## config.mk

```make
export PLATFORM = sky130hd
export DESIGN_NAME = tft_spi_monitor
export DESIGN_NICKNAME = d
export VERILOG_FILES = /design/src/rtl/tft_pkg.sv /design/src/rtl/tft_spi_monitor_sync_fifo.sv /design/src/rtl/tft_spi_monitor.sv
export SDC_FILE = /design/constraint.sdc
export NUM_CORES = 1
export LEC_CHECK = 0
export ABC_AREA = 1
export BUFFER_PORTS_ARGS = -buffer_cell sky130_fd_sc_hd__buf_2
export CAP_MARGIN = 0
export CORE_MARGIN = 2
export CORE_UTILIZATION = 60
export CTS_CLUSTER_SIZE = 30
export DETAILED_ROUTE_END_ITERATION = 8
export PLACE_DENSITY = 0.78
export SYNTH_ARGS = -nofsm -noshare
export SYNTH_HDL_FRONTEND = slang
export SYNTH_SLANG_ARGS = --single-unit
export TNS_END_PERCENT = 10
```

## constraint.sdc

```tcl
create_clock -name clk -period 5.45 [get_ports clk]
set_clock_uncertainty 0.15 [all_clocks]
set_input_delay 0.2725 -clock clk [delete_from_list [all_inputs] [get_ports clk]]
set_output_delay 0.2725 -clock clk [all_outputs]
set_load 0.01 [all_outputs]
```

## src/rtl/tft_pkg.sv

```systemverilog
// ---------------------------------------------------------------------------
// tft_pkg
// Shared definitions for the TFT SPI blocks (tft_init, scene_exhibitor,
// tft_spi_monitor): the command opcodes and the monitor's record layout.
// No ports.
// ---------------------------------------------------------------------------
package tft_pkg;

    localparam logic [7:0] CMD_CASET = 8'h2A;
    localparam logic [7:0] CMD_PASET = 8'h2B;
    localparam logic [7:0] CMD_RAMWR = 8'h2C;

    // Record pushed into the monitor FIFO for every received byte.
    typedef struct packed {
        logic [3:0] pidx;
        logic       dc;
        logic [7:0] data;
    } rec_t;

    localparam int REC_W = $bits(rec_t);

    localparam logic [3:0] PIDX_MAX = 4'hF;

    // Next parameter index, held at PIDX_MAX once reached.
    function automatic logic [3:0] pidx_next(input logic [3:0] p);
        return (p == PIDX_MAX) ? p : p + 4'd1;
    endfunction

endpackage

```

## src/rtl/tft_spi_monitor_sync_fifo.sv

```systemverilog
// ---------------------------------------------------------------------------
// sync_fifo
// Single-clock show-ahead FIFO. The head entry is always visible on pop_data
// (zero while empty). A push while full is still taken when a pop happens in
// the same cycle, because the pop frees the slot at the same edge.
// Ports:
//   clk, rst      clock, synchronous active-low reset
//   push          write push_data at the end of this cycle if there is room
//   push_data     entry to write
//   full          DEPTH entries held
//   pop           consume the head entry (ignored when empty)
//   pop_data      head entry, or 0 when empty
//   empty         no entries held
// ---------------------------------------------------------------------------
module sync_fifo #(
    parameter int WIDTH = 8,
    parameter int DEPTH = 16
) (
    input  logic             clk,
    input  logic             rst,
    input  logic             push,
    input  logic [WIDTH-1:0] push_data,
    output logic             full,
    input  logic             pop,
    output logic [WIDTH-1:0] pop_data,
    output logic             empty
);

    localparam int AW = $clog2(DEPTH);

    logic [WIDTH-1:0] mem [DEPTH];
    logic [AW-1:0]    wr_ptr;
    logic [AW-1:0]    rd_ptr;
    logic [AW:0]      count;
    logic             do_push;
    logic             do_pop;

    assign empty    = (count == '0);
    assign full     = (count == (AW+1)'(DEPTH));
    assign do_pop   = pop && !empty;
    assign do_push  = push && (!full || do_pop);
    assign pop_data = empty ? '0 : mem[rd_ptr];

    always_ff @(posedge clk) begin
        if (!rst) begin
            wr_ptr <= '0;
            rd_ptr <= '0;
            count  <= '0;
        end else begin
            if (do_push) wr_ptr <= wr_ptr + AW'(1);
            if (do_pop)  rd_ptr <= rd_ptr + AW'(1);
            case ({do_push, do_pop})
                2'b10:   count <= count + (AW+1)'(1);
                2'b01:   count <= count - (AW+1)'(1);
                default: count <= count;
            endcase
        end
    end

    // Storage needs no reset: entries are only visible while counted.
    always_ff @(posedge clk) begin
        if (do_push) mem[wr_ptr] <= push_data;
    end

endmodule

```

## src/rtl/tft_spi_monitor.sv

```systemverilog
// ---------------------------------------------------------------------------
// tft_spi_monitor
// Passive receiver for the TFT SPI link (mode 0, MSB first). Rebuilds bytes,
// tags each with dc and a parameter index, and queues the records for a
// debug consumer. Also tracks the last command and counts RAMWR pixel bytes.
// Pipeline: 2-FF sync -> spi_clk edge detect -> shifter -> decoder -> FIFO.
// Ports:
//   clk, rst               system clock, synchronous active-low reset
//   spi_clk/mosi/dc/cs     sniffed bus, asynchronous to clk, cs active-low
//   out_valid/out_ready    record handshake: the head record moves when both
//                          are high at a clk edge; out_valid stays high and
//                          the record stays put until accepted
//   out_data/dc/pidx       head record fields, 0 when no record is queued
//   last_cmd               most recent command byte (dc=0)
//   ramwr_bytes            data bytes since the last RAMWR, saturating
//   overflow               sticky: a byte was dropped on a full FIFO
//   frag_err               one-cycle pulse: cs rose mid-byte
// ---------------------------------------------------------------------------
module tft_spi_monitor
    import tft_pkg::*;
#(
    parameter int FIFO_DEPTH = 16,
    parameter int PIX_CNT_W  = 24
) (
    input  logic                 clk,
    input  logic                 rst,
    input  logic                 spi_clk,
    input  logic                 spi_mosi,
    input  logic                 spi_dc,
    input  logic                 spi_cs,
    output logic                 out_valid,
    input  logic                 out_ready,
    output logic [7:0]           out_data,
    output logic                 out_dc,
    output logic [3:0]           out_pidx,
    output logic [7:0]           last_cmd,
    output logic [PIX_CNT_W-1:0] ramwr_bytes,
    output logic                 overflow,
    output logic                 frag_err
);

    // ---------------- input synchronizers ----------------
    logic [1:0] sclk_sync;
    logic [1:0] mosi_sync;
    logic [1:0] dc_sync;
    logic [1:0] cs_sync;
    logic       sclk_prev;
    logic       cs_prev;

    always_ff @(posedge clk) begin
        if (!rst) begin
            sclk_sync <= '0;
            mosi_sync <= '0;
            dc_sync   <= '0;
            cs_sync   <= '0;
            sclk_prev <= 1'b0;
            cs_prev   <= 1'b0;
        end else begin
            sclk_sync <= {sclk_sync[0], spi_clk};
            mosi_sync <= {mosi_sync[0], spi_mosi};
            dc_sync   <= {dc_sync[0], spi_dc};
            cs_sync   <= {cs_sync[0], spi_cs};
            sclk_prev <= sclk_sync[1];
            cs_prev   <= cs_sync[1];
        end
    end

    logic sclk_s, mosi_s, dc_s, cs_s;
    logic sclk_rise, cs_rise;

    assign sclk_s    = sclk_sync[1];
    assign mosi_s    = mosi_sync[1];
    assign dc_s      = dc_sync[1];
    assign cs_s      = cs_sync[1];
    assign sclk_rise = sclk_s && !sclk_prev;
    assign cs_rise   = cs_s && !cs_prev;

    // ---------------- shifter ----------------
    logic [2:0] bit_cnt;
    logic [6:0] shreg;
    logic       byte_done;
    logic [7:0] byte_val;

    // The eighth bit is taken straight from the synchronizer so the byte is
    // complete in the edge-detect cycle itself.
    assign byte_done = sclk_rise && !cs_s && (bit_cnt == 3'd7);
    assign byte_val  = {shreg, mosi_s};

    always_ff @(posedge clk) begin
        if (!rst) begin
            bit_cnt  <= '0;
            shreg    <= '0;
            frag_err <= 1'b0;
        end else begin
            // bit_cnt still holds the pending count in the cs_rise cycle.
            frag_err <= cs_rise && (bit_cnt != 3'd0);
            if (cs_s) begin
                bit_cnt <= '0;
            end else if (sclk_rise) begin
                shreg   <= {shreg[5:0], mosi_s};
                bit_cnt <= bit_cnt + 3'd1;
            end
        end
    end

    // ---------------- decoder ----------------
    logic [3:0]           pidx;
    rec_t                 rec_in;
    rec_t                 rec_head;
    logic                 fifo_full;
    logic                 fifo_empty;
    logic                 pop;

    always_comb begin
        rec_in      = '0;
        rec_in.data = byte_val;
        rec_in.dc   = dc_s;
        rec_in.pidx = dc_s ? pidx : 4'd0;
    end

    assign out_valid = !fifo_empty;
    assign pop       = out_valid && out_ready;

    always_ff @(posedge clk) begin
        if (!rst) begin
            last_cmd    <= 8'h00;
            pidx        <= 4'd0;
            ramwr_bytes <= '0;
            overflow    <= 1'b0;
        end else begin
            // The decoder follows every completed byte, stored or dropped.
            if (byte_done) begin
                if (!dc_s) begin
                    last_cmd <= byte_val;
                    pidx     <= 4'd1;
                    if (byte_val == CMD_RAMWR) ramwr_bytes <= '0;
                end else begin
                    pidx <= pidx_next(pidx);
                    if (last_cmd == CMD_RAMWR && ramwr_bytes != '1)
                        ramwr_bytes <= ramwr_bytes + PIX_CNT_W'(1);
                end
                if (fifo_full && !pop) overflow <= 1'b1;
            end
        end
    end

    // ---------------- record FIFO ----------------
    sync_fifo #(
        .WIDTH (REC_W),
        .DEPTH (FIFO_DEPTH)
    ) u_fifo (
        .clk       (clk),
        .rst       (rst),
        .push      (byte_done),
        .push_data (rec_in),
        .full      (fifo_full),
        .pop       (pop),
        .pop_data  (rec_head),
        .empty     (fifo_empty)
    );

    assign out_data = rec_head.data;
    assign out_dc   = rec_head.dc;
    assign out_pidx = rec_head.pidx;

endmodule
```

==> metrics.md <==
| Metric | Value |
|---|---|
| Number of logic stages on the critical path including buffering | 7 |
| Met1 routing resource usage after global routing | 0.397 |
| Classification of the worst setup path | register to output pin |
| Buffers & Inverters on Critical Path | 3 |
| Met3 demand-to-capacity share in global routing | 0.0427 |
| Worst Hold Path Cells | 4 |
| Worst Min Path Start | out_ready |
| Final slew viol count | 0 |
| End of the worst register-to-register path | u_fifo.mem[11][12]$_DFFE_PP_ |
| Termination of the worst setup path | out_data[3] |
| Detailed placer's ending HPWL | 17.0 mm |
| Detailed Route Iter0 Violations | 992 |
| Io pins | 55 |
| Die Span X | 144 µm |
| Global routing met2 resource utilization | 0.423 |
| Overall track demand over capacity in global routing | 0.275 |
| Arrival time of the worst setup path | 3.19 ns |
| Share of cells above drive strength 1 | 0.115 |
| Routed wire length | 28.2 mm |
| Number of placement rows | 51 |
| Total number of nets in the final design | 1,194 |
| TritonCTS clock tree | done |
| Reg-to-reg startpoint | bit_cnt[0]$_SDFFE_PP0N_ |
| Clock transition time at the flip-flop clock pins of the worst setup and hold paths | 0.06 ns |
| Total core area | 19,400 µm² |
| Top achievable clock speed | 0.277 GHz |
| Clk_lat worst skew | 0.53 ns |
| Port buffer count | 54 |
| Max incr delay on CP | 0.73 ns |
| End-of-flow core utilization | 0.687 |
| Main synth FF type | edfxtp_1 |
| Final Setup Violations | 0 |
| MaxCap Viol Count | 0 |
| Setup fix buffers added after clock tree synthesis | 0 |
| Clock power frac | 0.352 |
| Power density over the cells | 421 nW/µm² |
| Measured slew at the worst slew-check pin | 1.33 ns |
| Proportion of power drawn by combinational gates | 0.221 |
| Initial standard-cell utilization of the core | 0.608 |
| Via count of the first global-routing pass | 8,079 |
| DRC Markers | 0 |
| Wire length of the first global-routing pass | 43.6 mm |
| Antenna fix cells | 0 |
| Sink Count | 283 |
| Post-synthesis instance area | 11,800 µm² |
| TritonRoute pass-1 iters | 6 |
| Number of buffers on the longest clock path | 3 |
| Setup slack, reg-to-reg | 2.35 ns |
| Cell chosen for the clock root | clkbuf_16 |
| Clock period minus final worst setup slack | 3.62 ns |
| Number of antenna violations at the first check in global routing | 0 |
| Antenna-violating nets left | 0 |
| Final WS setup | 1.83 ns |
| Final total negative setup slack | 0 ns |
| Number of flops mapped to enable cells by yosys | 208 |
| Path category of the worst min-delay check | input port to register |
| Hold violation total from the final report | 0 |
| Sort of element at the start of the critical path | register |
| Number of storage elements in the synthesis netlist | 283 |
| Grt total ovfl | 0 |
| Fraction of registers with async set/reset | 0 |
| Routed via count divided by cell count | 5.95 |
| Share of total power consumed by net switching | 0.303 |
| Maximum fanout along the worst path | 63 |
| Setup slack at placement | 2.40 ns |
| Peak-usage layer in the global routing report | met2 |
| Post-Synthesis Cells | 1,120 |
| Portion of the clock cycle consumed by the worst path in the final layout | 0.663 |
| Kind of capture point of the worst setup path | output pin |
| Worst path cell trace | inv_2, buf_4, o21ai_0, o221ai_1, nand3_1, a21oi_1, buf_2 |
| Family of cells with the greatest summed delay on the critical path | buffers and inverters |
| Total nets after synthesis | 1,138 |
| Signed area change from the synthesized netlist to the final layout | 13.0% |
| Setup repair after global routing missed its margin | no |
| Relative contribution of sequential cells to total power | 0.426 |
| Post-synthesis average cell area | 10.5 µm² |
| Static Leakage | 4.88 nW |
| Max_slew headroom | 0.111 |
| Unique cell type count in the Yosys netlist | 38 |
| Number of warning messages in the yosys log | 0 |
| Internal power component | 3.90 mW |
| Detailed-route wire length per cell | 19.3 µm |
| Largest voltage drop on the vdd net | 0.400 mV |
| Slowest cell on the critical path | inv_2 |
| Vertical die dimension | 144 µm |
| Portion of the post-synthesis area used by sequential elements | 0.657 |
| Maximum number of pins on one net before global-route repair | 105 |
| Inserted Clock Buffers | 29 |
| Total via count after detailed routing | 8,704 |
| Overall die area | 20,800 µm² |
| Data required time at the worst endpoint | 5.03 ns |
| H-Tree Level Count | 1 |
| Routability Congestion | 0.895 |
| Result of the run | completed |
| Worst Reg-to-Reg Cells | 8 |
| Switching power summed over all nets | 1.70 mW |
[registers in the layout, indices dropped and copies added (netlist names), named ones only]
name           cells
mosi_sync          2
shreg              7
overflow           1
u_fifo.count       5
u_fifo.wr_ptr      4
dc_sync            2
cs_sync            2
u_fifo.mem       208
bit_cnt            3
pidx               4
cs_prev            1
u_fifo.rd_ptr      4
sclk_prev          1
frag_err           1
sclk_sync          2
ramwr_bytes       24
last_cmd           8
[power by group through the flow]
stage | sequential (mW) | clock [mW] | combinational [mW]
2_1_floorplan | 2.42 | 0 | 0.850
3_3_place_gp | 2.43 | 0 | 1.18
3_5_place_dp | 2.43 | 0 | 1.20
4_1_cts | 2.39 | 2.00 | 1.22
5_1_grt | 2.39 | 2.09 | 1.38
6_report | 2.39 | 1.97 | 1.24
[placed cells by master, fill, tap and decap left out, types with 20 or more instances in the layout]
cell type | Yosys | final
edfxtp_1 | 208 | 208
nor2_1 | 185 | 185
o21ai_0 | 143 | 143
nand2_1 | 124 | 124
inv_1 | 90 | 88
dfxtp_1 | 75 | 74
a21oi_1 | 58 | 58
buf_2 | 6 | 54
nand3_1 | 51 | 51
o221ai_1 | 40 | 40
clkbuf_16 | 0 | 30
nand4_1 | 20 | 20
[cell type report]
| class | instances | area (µm²) |
|---|---|---|
| Clock buffer | 40 | 820 |
| Fill cell | 1447 | 6080 |
| Multi-Input combinational cell | 691 | 3480 |
| Timing Repair Buffer | 76 | 445 |
| Sequential cell | 283 | 7750 |
| Tap cell | 265 | 332 |
| Clock inverter | 12 | 140 |
| Inverter | 95 | 357 |
[synthesized netlist by cell type (2+ instances only)]
cell,instances,area (µm²)
a211oi_1,3,22.5
a21oi_1,58,290
buf_2,6,30.0
clkbuf_1,42,158
clkinv_1,3,11.3
dfxtp_1,75,1500
edfxtp_1,208,6250
ha_1,11,138
inv_1,90,338
inv_2,2,7.51
nand2_1,124,465
nand2_2,4,25.0
nand3_1,51,255
nand3_2,4,40.0
nand3b_1,3,22.5
nand4_1,20,125
nor2_1,185,694
nor2_2,4,25.0
nor2_4,3,33.8
nor3_1,9,45.0
o21ai_0,143,716
o21bai_1,3,22.5
o221ai_1,40,350
o22ai_1,12,75.1
xor2_1,4,35.0
[what timing repair did]
action | in CTS | in global routing
endpoints found under the setup margin | 0 | 0
hold buffers | 4 | 0
endpoints found under the hold margin | 4 | 0
gates resized for setup | 0 | 0
[worst min path at each step]
stage               slack [ns]               endpoint
global route              0.12  overflow$_SDFFE_PN0P_
finish                    0.07  overflow$_SDFFE_PN0P_
detailed placement        0.25    frag_err$_SDFF_PN0_
floorplan                 0.22  cs_sync[0]$_SDFF_PN0_
CTS                       0.04  overflow$_SDFFE_PN0P_
global placement          0.24    frag_err$_SDFF_PN0_
[worst reg2reg max path, delay by kind of cell (launching register included)]
family,cells,cell delay (ns)
fa+ha+maj,2,0.35
simple gates,5,1.76
flops,1,0.34
buf+inv,1,0.12
[stage by stage]
step / hold slack (ns) / area [µm²] / std cells / total power [mW]
2_1_floorplan: 0.220 / 11800 / 1120 / 3.27
3_3_place_gp: 0.235 / 12300 / 1406 / 3.61
3_5_place_dp: 0.246 / 12300 / 1406 / 3.64
4_1_cts: 0.0440 / 13300 / 1462 / 5.60
5_1_grt: 0.116 / 13300 / 1462 / 5.85
6_report: 0.0692 / 13300 / 1462 / 5.60
[cells by family (layout without fill, tap and decap cells)]
| family | after synthesis | in the layout | share of synthesized area |
|---|---|---|---|
| fa+ha+maj | 11 | 11 | 0.0117 |
| xor+xnor | 5 | 5 | 0.00371 |
| flops | 283 | 283 | 0.657 |
| buf+inv | 146 | 223 | 0.0481 |
| compound gates | 263 | 263 | 0.128 |
| simple gates | 412 | 412 | 0.152 |
[routing by layer]
layer  routed length (µm)  up-vias
met5                    0        -
met4                 1100        0
met3                 3060       79
met2                12700      509
met1                11300     4046
li1                     -     4070
(Power assumes the default switching activity.)
